`src/rtl/program_sequencer_if.sv`:
```
// rtl/program_sequencer_if.sv - request and status bundle for the program sequencer
interface program_sequencer_if #(
    parameter int ADDR_W = 8,
    parameter int DEPTH  = 4
);
    localparam int DW = $clog2(DEPTH + 1);

    logic              en;
    logic              jump;
    logic              call;
    logic              ret;
    logic              skip;
    logic              clear_err;
    logic [ADDR_W-1:0] target;
    logic [ADDR_W-1:0] address;
    logic [DW-1:0]     depth;
    logic              overflow;
    logic              underflow;

    modport master (
        output en, jump, call, ret, skip, clear_err, target,
        input  address, depth, overflow, underflow
    );

    modport slave (
        input  en, jump, call, ret, skip, clear_err, target,
        output address, depth, overflow, underflow
    );
endinterface

```
`src/rtl/program_sequencer.sv`:
```
// rtl/program_sequencer.sv - program counter with return stack, skip and sticky stack errors
module program_sequencer #(
    parameter int ADDR_W = 8,
    parameter int DEPTH  = 4
) (
    input  logic                 clk,
    input  logic                 reset,
    program_sequencer_if.slave   bus
);
    localparam int DW = $clog2(DEPTH + 1);
    localparam int IW = (DEPTH > 1) ? $clog2(DEPTH) : 1;

    logic [ADDR_W-1:0] addr_q, addr_n;
    logic [DW-1:0]     depth_q, depth_n;
    logic              ovf_q, unf_q;
    logic              ovf_set, unf_set;
    logic              push;
    logic [ADDR_W-1:0] stack [DEPTH];

    logic [ADDR_W-1:0] addr_inc;
    logic [ADDR_W-1:0] addr_skip;
    logic [DW-1:0]     depth_dec;
    logic [IW-1:0]     push_idx;
    logic [IW-1:0]     pop_idx;
    logic              stack_full;
    logic              stack_empty;

    assign addr_inc    = addr_q + ADDR_W'(1);
    assign addr_skip   = addr_q + ADDR_W'(2);
    assign depth_dec   = depth_q - DW'(1);
    assign push_idx    = depth_q[IW-1:0];
    assign pop_idx     = depth_dec[IW-1:0];
    assign stack_full  = (depth_q == DW'(DEPTH));
    assign stack_empty = (depth_q == '0);

    always_comb begin
        addr_n  = addr_q;
        depth_n = depth_q;
        push    = 1'b0;
        ovf_set = 1'b0;
        unf_set = 1'b0;
        if (bus.en) begin
            if (bus.ret) begin
                // Empty-stack return degrades to a plain increment so execution keeps moving.
                if (!stack_empty) begin
                    addr_n  = stack[pop_idx];
                    depth_n = depth_dec;
                end else begin
                    addr_n  = addr_inc;
                    unf_set = 1'b1;
                end
            end else if (bus.call) begin
                addr_n = bus.target;
                if (!stack_full) begin
                    push    = 1'b1;
                    depth_n = depth_q + DW'(1);
                end else begin
                    ovf_set = 1'b1;
                end
            end else if (bus.jump) begin
                addr_n = bus.target;
            end else if (bus.skip) begin
                addr_n = addr_skip;
            end else begin
                addr_n = addr_inc;
            end
        end
    end

    always_ff @(posedge clk or negedge reset) begin
        if (!reset) begin
            addr_q  <= '0;
            depth_q <= '0;
            ovf_q   <= 1'b0;
            unf_q   <= 1'b0;
        end else begin
            addr_q  <= addr_n;
            depth_q <= depth_n;
            ovf_q   <= ovf_set | (ovf_q & ~bus.clear_err);
            unf_q   <= unf_set | (unf_q & ~bus.clear_err);
        end
    end

    // Stack storage is left unreset; entries above depth are never read.
    always_ff @(posedge clk) begin
        if (push) begin
            stack[push_idx] <= addr_inc;
        end
    end

    assign bus.address   = addr_q;
    assign bus.depth     = depth_q;
    assign bus.overflow  = ovf_q;
    assign bus.underflow = unf_q;
endmodule

```
`src/flat_wrapper.sv`:
```
// flat-port wrapper written by rule: the top's interface ports become plain ports
module program_sequencer_flat 
#(
    parameter int ADDR_W = 8,
    parameter int DEPTH  = 4
)
  (clk, reset, bus_en, bus_jump, bus_call, bus_ret, bus_skip, bus_clear_err, bus_target, bus_address, bus_depth, bus_overflow, bus_underflow);
  program_sequencer_if #(.ADDR_W(ADDR_W), .DEPTH(DEPTH)) bus_i ();
  input  logic clk;
  input  logic reset;
  input wire logic [$bits(bus_i.en)-1:0] bus_en;
  input wire logic [$bits(bus_i.jump)-1:0] bus_jump;
  input wire logic [$bits(bus_i.call)-1:0] bus_call;
  input wire logic [$bits(bus_i.ret)-1:0] bus_ret;
  input wire logic [$bits(bus_i.skip)-1:0] bus_skip;
  input wire logic [$bits(bus_i.clear_err)-1:0] bus_clear_err;
  input wire logic [$bits(bus_i.target)-1:0] bus_target;
  output wire logic [$bits(bus_i.address)-1:0] bus_address;
  output wire logic [$bits(bus_i.depth)-1:0] bus_depth;
  output wire logic [$bits(bus_i.overflow)-1:0] bus_overflow;
  output wire logic [$bits(bus_i.underflow)-1:0] bus_underflow;
  assign bus_i.en = bus_en;
  assign bus_i.jump = bus_jump;
  assign bus_i.call = bus_call;
  assign bus_i.ret = bus_ret;
  assign bus_i.skip = bus_skip;
  assign bus_i.clear_err = bus_clear_err;
  assign bus_i.target = bus_target;
  assign bus_address = bus_i.address;
  assign bus_depth = bus_i.depth;
  assign bus_overflow = bus_i.overflow;
  assign bus_underflow = bus_i.underflow;
  program_sequencer #(.ADDR_W(ADDR_W), .DEPTH(DEPTH)) u_core (.clk(clk), .reset(reset), .bus(bus_i));
endmodule
```
`config.mk`:
```
export PLATFORM = sky130hd
export DESIGN_NAME = program_sequencer_flat
export DESIGN_NICKNAME = d
export VERILOG_FILES = /design/src/rtl/program_sequencer_if.sv /design/src/rtl/program_sequencer.sv /design/src/flat_wrapper.sv
export SDC_FILE = /design/constraint.sdc
export NUM_CORES = 1
export LEC_CHECK = 0
export BUFFER_PORTS_ARGS = -buffer_cell sky130_fd_sc_hd__buf_2
export CELL_PAD_IN_SITES_DETAIL_PLACEMENT = 1
export CELL_PAD_IN_SITES_GLOBAL_PLACEMENT = 2
export CORE_MARGIN = 1
export CORE_UTILIZATION = 39
export DETAILED_ROUTE_END_ITERATION = 10
export PLACE_DENSITY = 0.87
export SETUP_SLACK_MARGIN = 0.5
export SLEW_MARGIN = 10
export SYNTH_ARGS = -nofsm -noshare
export SYNTH_HDL_FRONTEND = slang
export SYNTH_SLANG_ARGS = --single-unit
```
`constraint.sdc`:
```
create_clock -name clk -period 2.6 [get_ports clk]
set_input_delay 0.52 -clock clk [delete_from_list [all_inputs] [get_ports clk]]
set_output_delay 0.52 -clock clk [all_outputs]
set_load 0.005 [all_outputs]
```
==> results_dict.tcl <==
set metrics [dict create \
    seq_power_share 0.419 \
    slew_headroom 0.628 \
    synthXorXnorAreaFrac 0.0459 \
    first_pass_iters 4 \
    drcViolationCount 0 \
    insertion_delay_ns 0.29 \
    synthMuxAreaShare 0.0967 \
    synth_cells 183 \
    clockBufferDepth 2 \
    power.density_mw_per_mm2 1060 \
    groute.usage.overall 0.188 \
    fp.dieArea_mm2 0.00618 \
    synth_edf_count 32 \
    drv_slew 0 \
    combPwrFrac 0.396 \
    ant_nets 0 \
    grt_max_degree 15 \
    crit_path_start_kind "input pin" \
    tns_ns 0 \
    setup_ws_ns 0.677 \
    io_pins 29 \
    avgSynthCellArea_um2 12.5 \
    path_cells "buf_2 -> inv_1 -> nor2_1 -> nand2_1 -> a21oi_1 -> and2_1" \
    synth_top_family_by_area "compound AO/OA/AOI/OAI gates" \
    finalNetCount 233 \
    max_freq_mhz 520 \
    pwr-share-clk 0.185 \
    synth_most_common_cell "edfxtp_1" \
    area_growth_pct 14.4 \
    endpoint_kind "flip-flop" \
    hpwl_mm 3.96 \
    cts.reportedPaths.clkPinSlew_ns 0.08 \
    wire_per_inst_um 18.9 \
    antenna_found_initial 0 \
    synth_area_leaders "edfxtp_1 42%, dfrtp_1 14%, mux4_2 7.9%, ha_1 3.8%, nand2_1 3.3%" \
    synth_top_area_frac 0.420 \
    grt_pass1_vias 1615 \
    async_flop_share 0.289 \
    grt_setup_unrepaired "no" \
    port_buffers 28 \
    p_sw_mw 0.988 \
    finClkSkew_ns 0.00788 \
    synth_fa_ha_area_frac 0.0383 \
    status "finished, final reports clean" \
    root_buffer "clkbuf_8" \
    dr_total_vias 1564 \
    multi_input_area_um2 945 \
    antenna_cells 0 \
    arrival_ns 1.89 \
    critPathMaxStageDelay_ns 0.36 \
    criticalPathCategory "input pin to flip-flop" \
    initial_core_util 0.411 \
    yosys.area.top_type "edfxtp_1" \
    hold_viol_final 0 \
    grt_pass1_wl_mm 8.67 \
    crit_required_ns 2.57 \
    core_area_mm2 0.00557 \
    p_sw_frac 0.356 \
    p_int_mw 1.79 \
    clock_sinks 45 \
    core.rowCount 27 \
    totalWireLength_mm 5.34 \
    overflow 0 \
    synth-simple-area-share 0.102 \
    n_fill_cell 614 \
    total_leakage_power_nw 0.980 \
    die_h_um 78.6 \
    maxCapViolCount 0 \
    synth_warnings 0 \
    cts_buffers 5 \
    hold_class "input pin to asynchronous set/reset pin" \
    die_w_um 78.6 \
    setup_violations 0 \
    h-tree-depth 2 \
    crit_fanout 11 \
    worst_pin_slew_ns 0.554 \
    ys_top_cells_by_count "32 x edfxtp_1, 20 x nand2_1, 13 x dfrtp_1, 11 x nor2_1, 10 x o21ai_0" \
    pre_cts_slack_ns 0.373 \
    synth.cell_area_mm2 0.00229 \
    synthDistinctLibCells 41 \
    cts_tree "built" \
    viasPerCell 5.53 \
    max-vdd-ir-drop_mv 0.425 \
    synth_flop_cell "edfxtp_1" \
    synth-seq-area-share 0.562 \
    drt_iter0_drc 108 \
    post_cts_buffers 0 \
    synth_compound_area_frac 0.117 \
    drive_gt1_frac 0.256 \
    ys_ff_latch 45 \
    post-route-min-period_ns 1.92 \
    syn_nets 206 \
    crit_slowest_cell "and2_1" \
    fin_crit_sh 0.740 \
    final-seq-area_mm2 0.00129 \
    gp_congestion 0.774 \
]
-- what timing repair did --
action | CTS | global route
gates resized for setup | 1 | 6
hold buffers | 0 | 0
pin swaps | 0 | 0
endpoints found under the setup margin | 1 | 15
-- final cells by class --
cell class	instances	area share
Sequential cell	45	0.492
Multi-Input combinational cell	120	0.361
Timing Repair Buffer	31	0.0621
Tap cell	72	0.0344
Clock buffer	6	0.0277
Clock inverter	2	0.0134
Inverter	7	0.0100
-- through the flow --
| stage | instances | hold WS, ns | utilization | area, µm² | power [mW] |
|---|---|---|---|---|---|
| CTS | 283 | 0.118 | 0.465 | 2590 | 2.75 |
| detailed placement | 275 | 0.447 | 0.445 | 2480 | 2.22 |
| finish | 283 | 0.118 | 0.470 | 2620 | 2.78 |
| global placement | 275 | 0.443 | 0.445 | 2480 | 2.19 |
| global route | 283 | 0.127 | 0.470 | 2620 | 2.96 |
| floorplan | 183 | 0.224 | - | 2290 | 1.89 |
-- state kept, by name (all words and copies together) (netlist names) --
| name | cells |
|---|---|
| u_core.stack | 32 |
| u_core.bus.address | 8 |
| u_core.bus.depth | 3 |
| u_core.bus.overflow | 1 |
| u_core.bus.underflow | 1 |
-- path summary, 6_finish.rpt --
check / startpoint / slack (ns) / end / depth (start not counted)
setup / recovery: bus_en / 0.68 / u_core.stack[3][4] / 6
hold / removal: reset / 0.12 / u_core.bus.underflow / 1
setup reg to reg: u_core.bus.address[0] / 0.69 / u_core.bus.address[6] / 6
hold reg to reg: u_core.bus.overflow / 0.55 / u_core.bus.overflow / 2
max in group asynchronous: reset / 2.21 / u_core.bus.address[0] / 1
min in group clk: bus_clear_err / 0.42 / u_core.bus.overflow / 2
-- power by group through the flow --
stage	clock network (mW)	registers (mW)	logic [mW]
after floorplan	0	1.10	0.797
after global placement	0	1.17	1.02
after detailed placement	0	1.17	1.04
after CTS	0.531	1.16	1.06
after global routing	0.550	1.18	1.22
final	0.514	1.16	1.10
-- critical path: cells and delay by family --
family	cells	cell delay [ns]
AND/OR/NAND/NOR	3	0.77
AO/OA/AOI/OAI	1	0.24
buffers and inverters	2	0.37
-- cells by family (layout without fill, tap and decap cells) --
group | Yosys count | count (layout)
AOI/OAI and AO/OA | 40 | 40
and+or+nand+nor | 49 | 49
muxes | 12 | 12
adders and majority gates | 7 | 7
DFF | 45 | 45
buffers and inverters | 18 | 46
xor gates and xnor gates | 12 | 12
-- routing by layer --
layer	global-route usage	vias to the layer above	routed length, µm
li1	-	742	-
met1	0.268	774	2590
met2	0.288	41	2430
met3	0.0430	7	258
met4	0.0500	0	61
met5	0	-	0
-- layout by cell type (no fill, tap or decap), drive strengths merged, types with 4 or more instances in the layout --
cell type	instances
nand2	20
inv	7
edfxtp	32
ha	7
buf	31
dfrtp	13
clkbuf	6
xor2	6
a21oi	7
nor2	11
xnor2	6
o21ai	10
and2	4
a221oi	4
mux4	8
No activity file was read; power rests on OpenSTA's default activity.
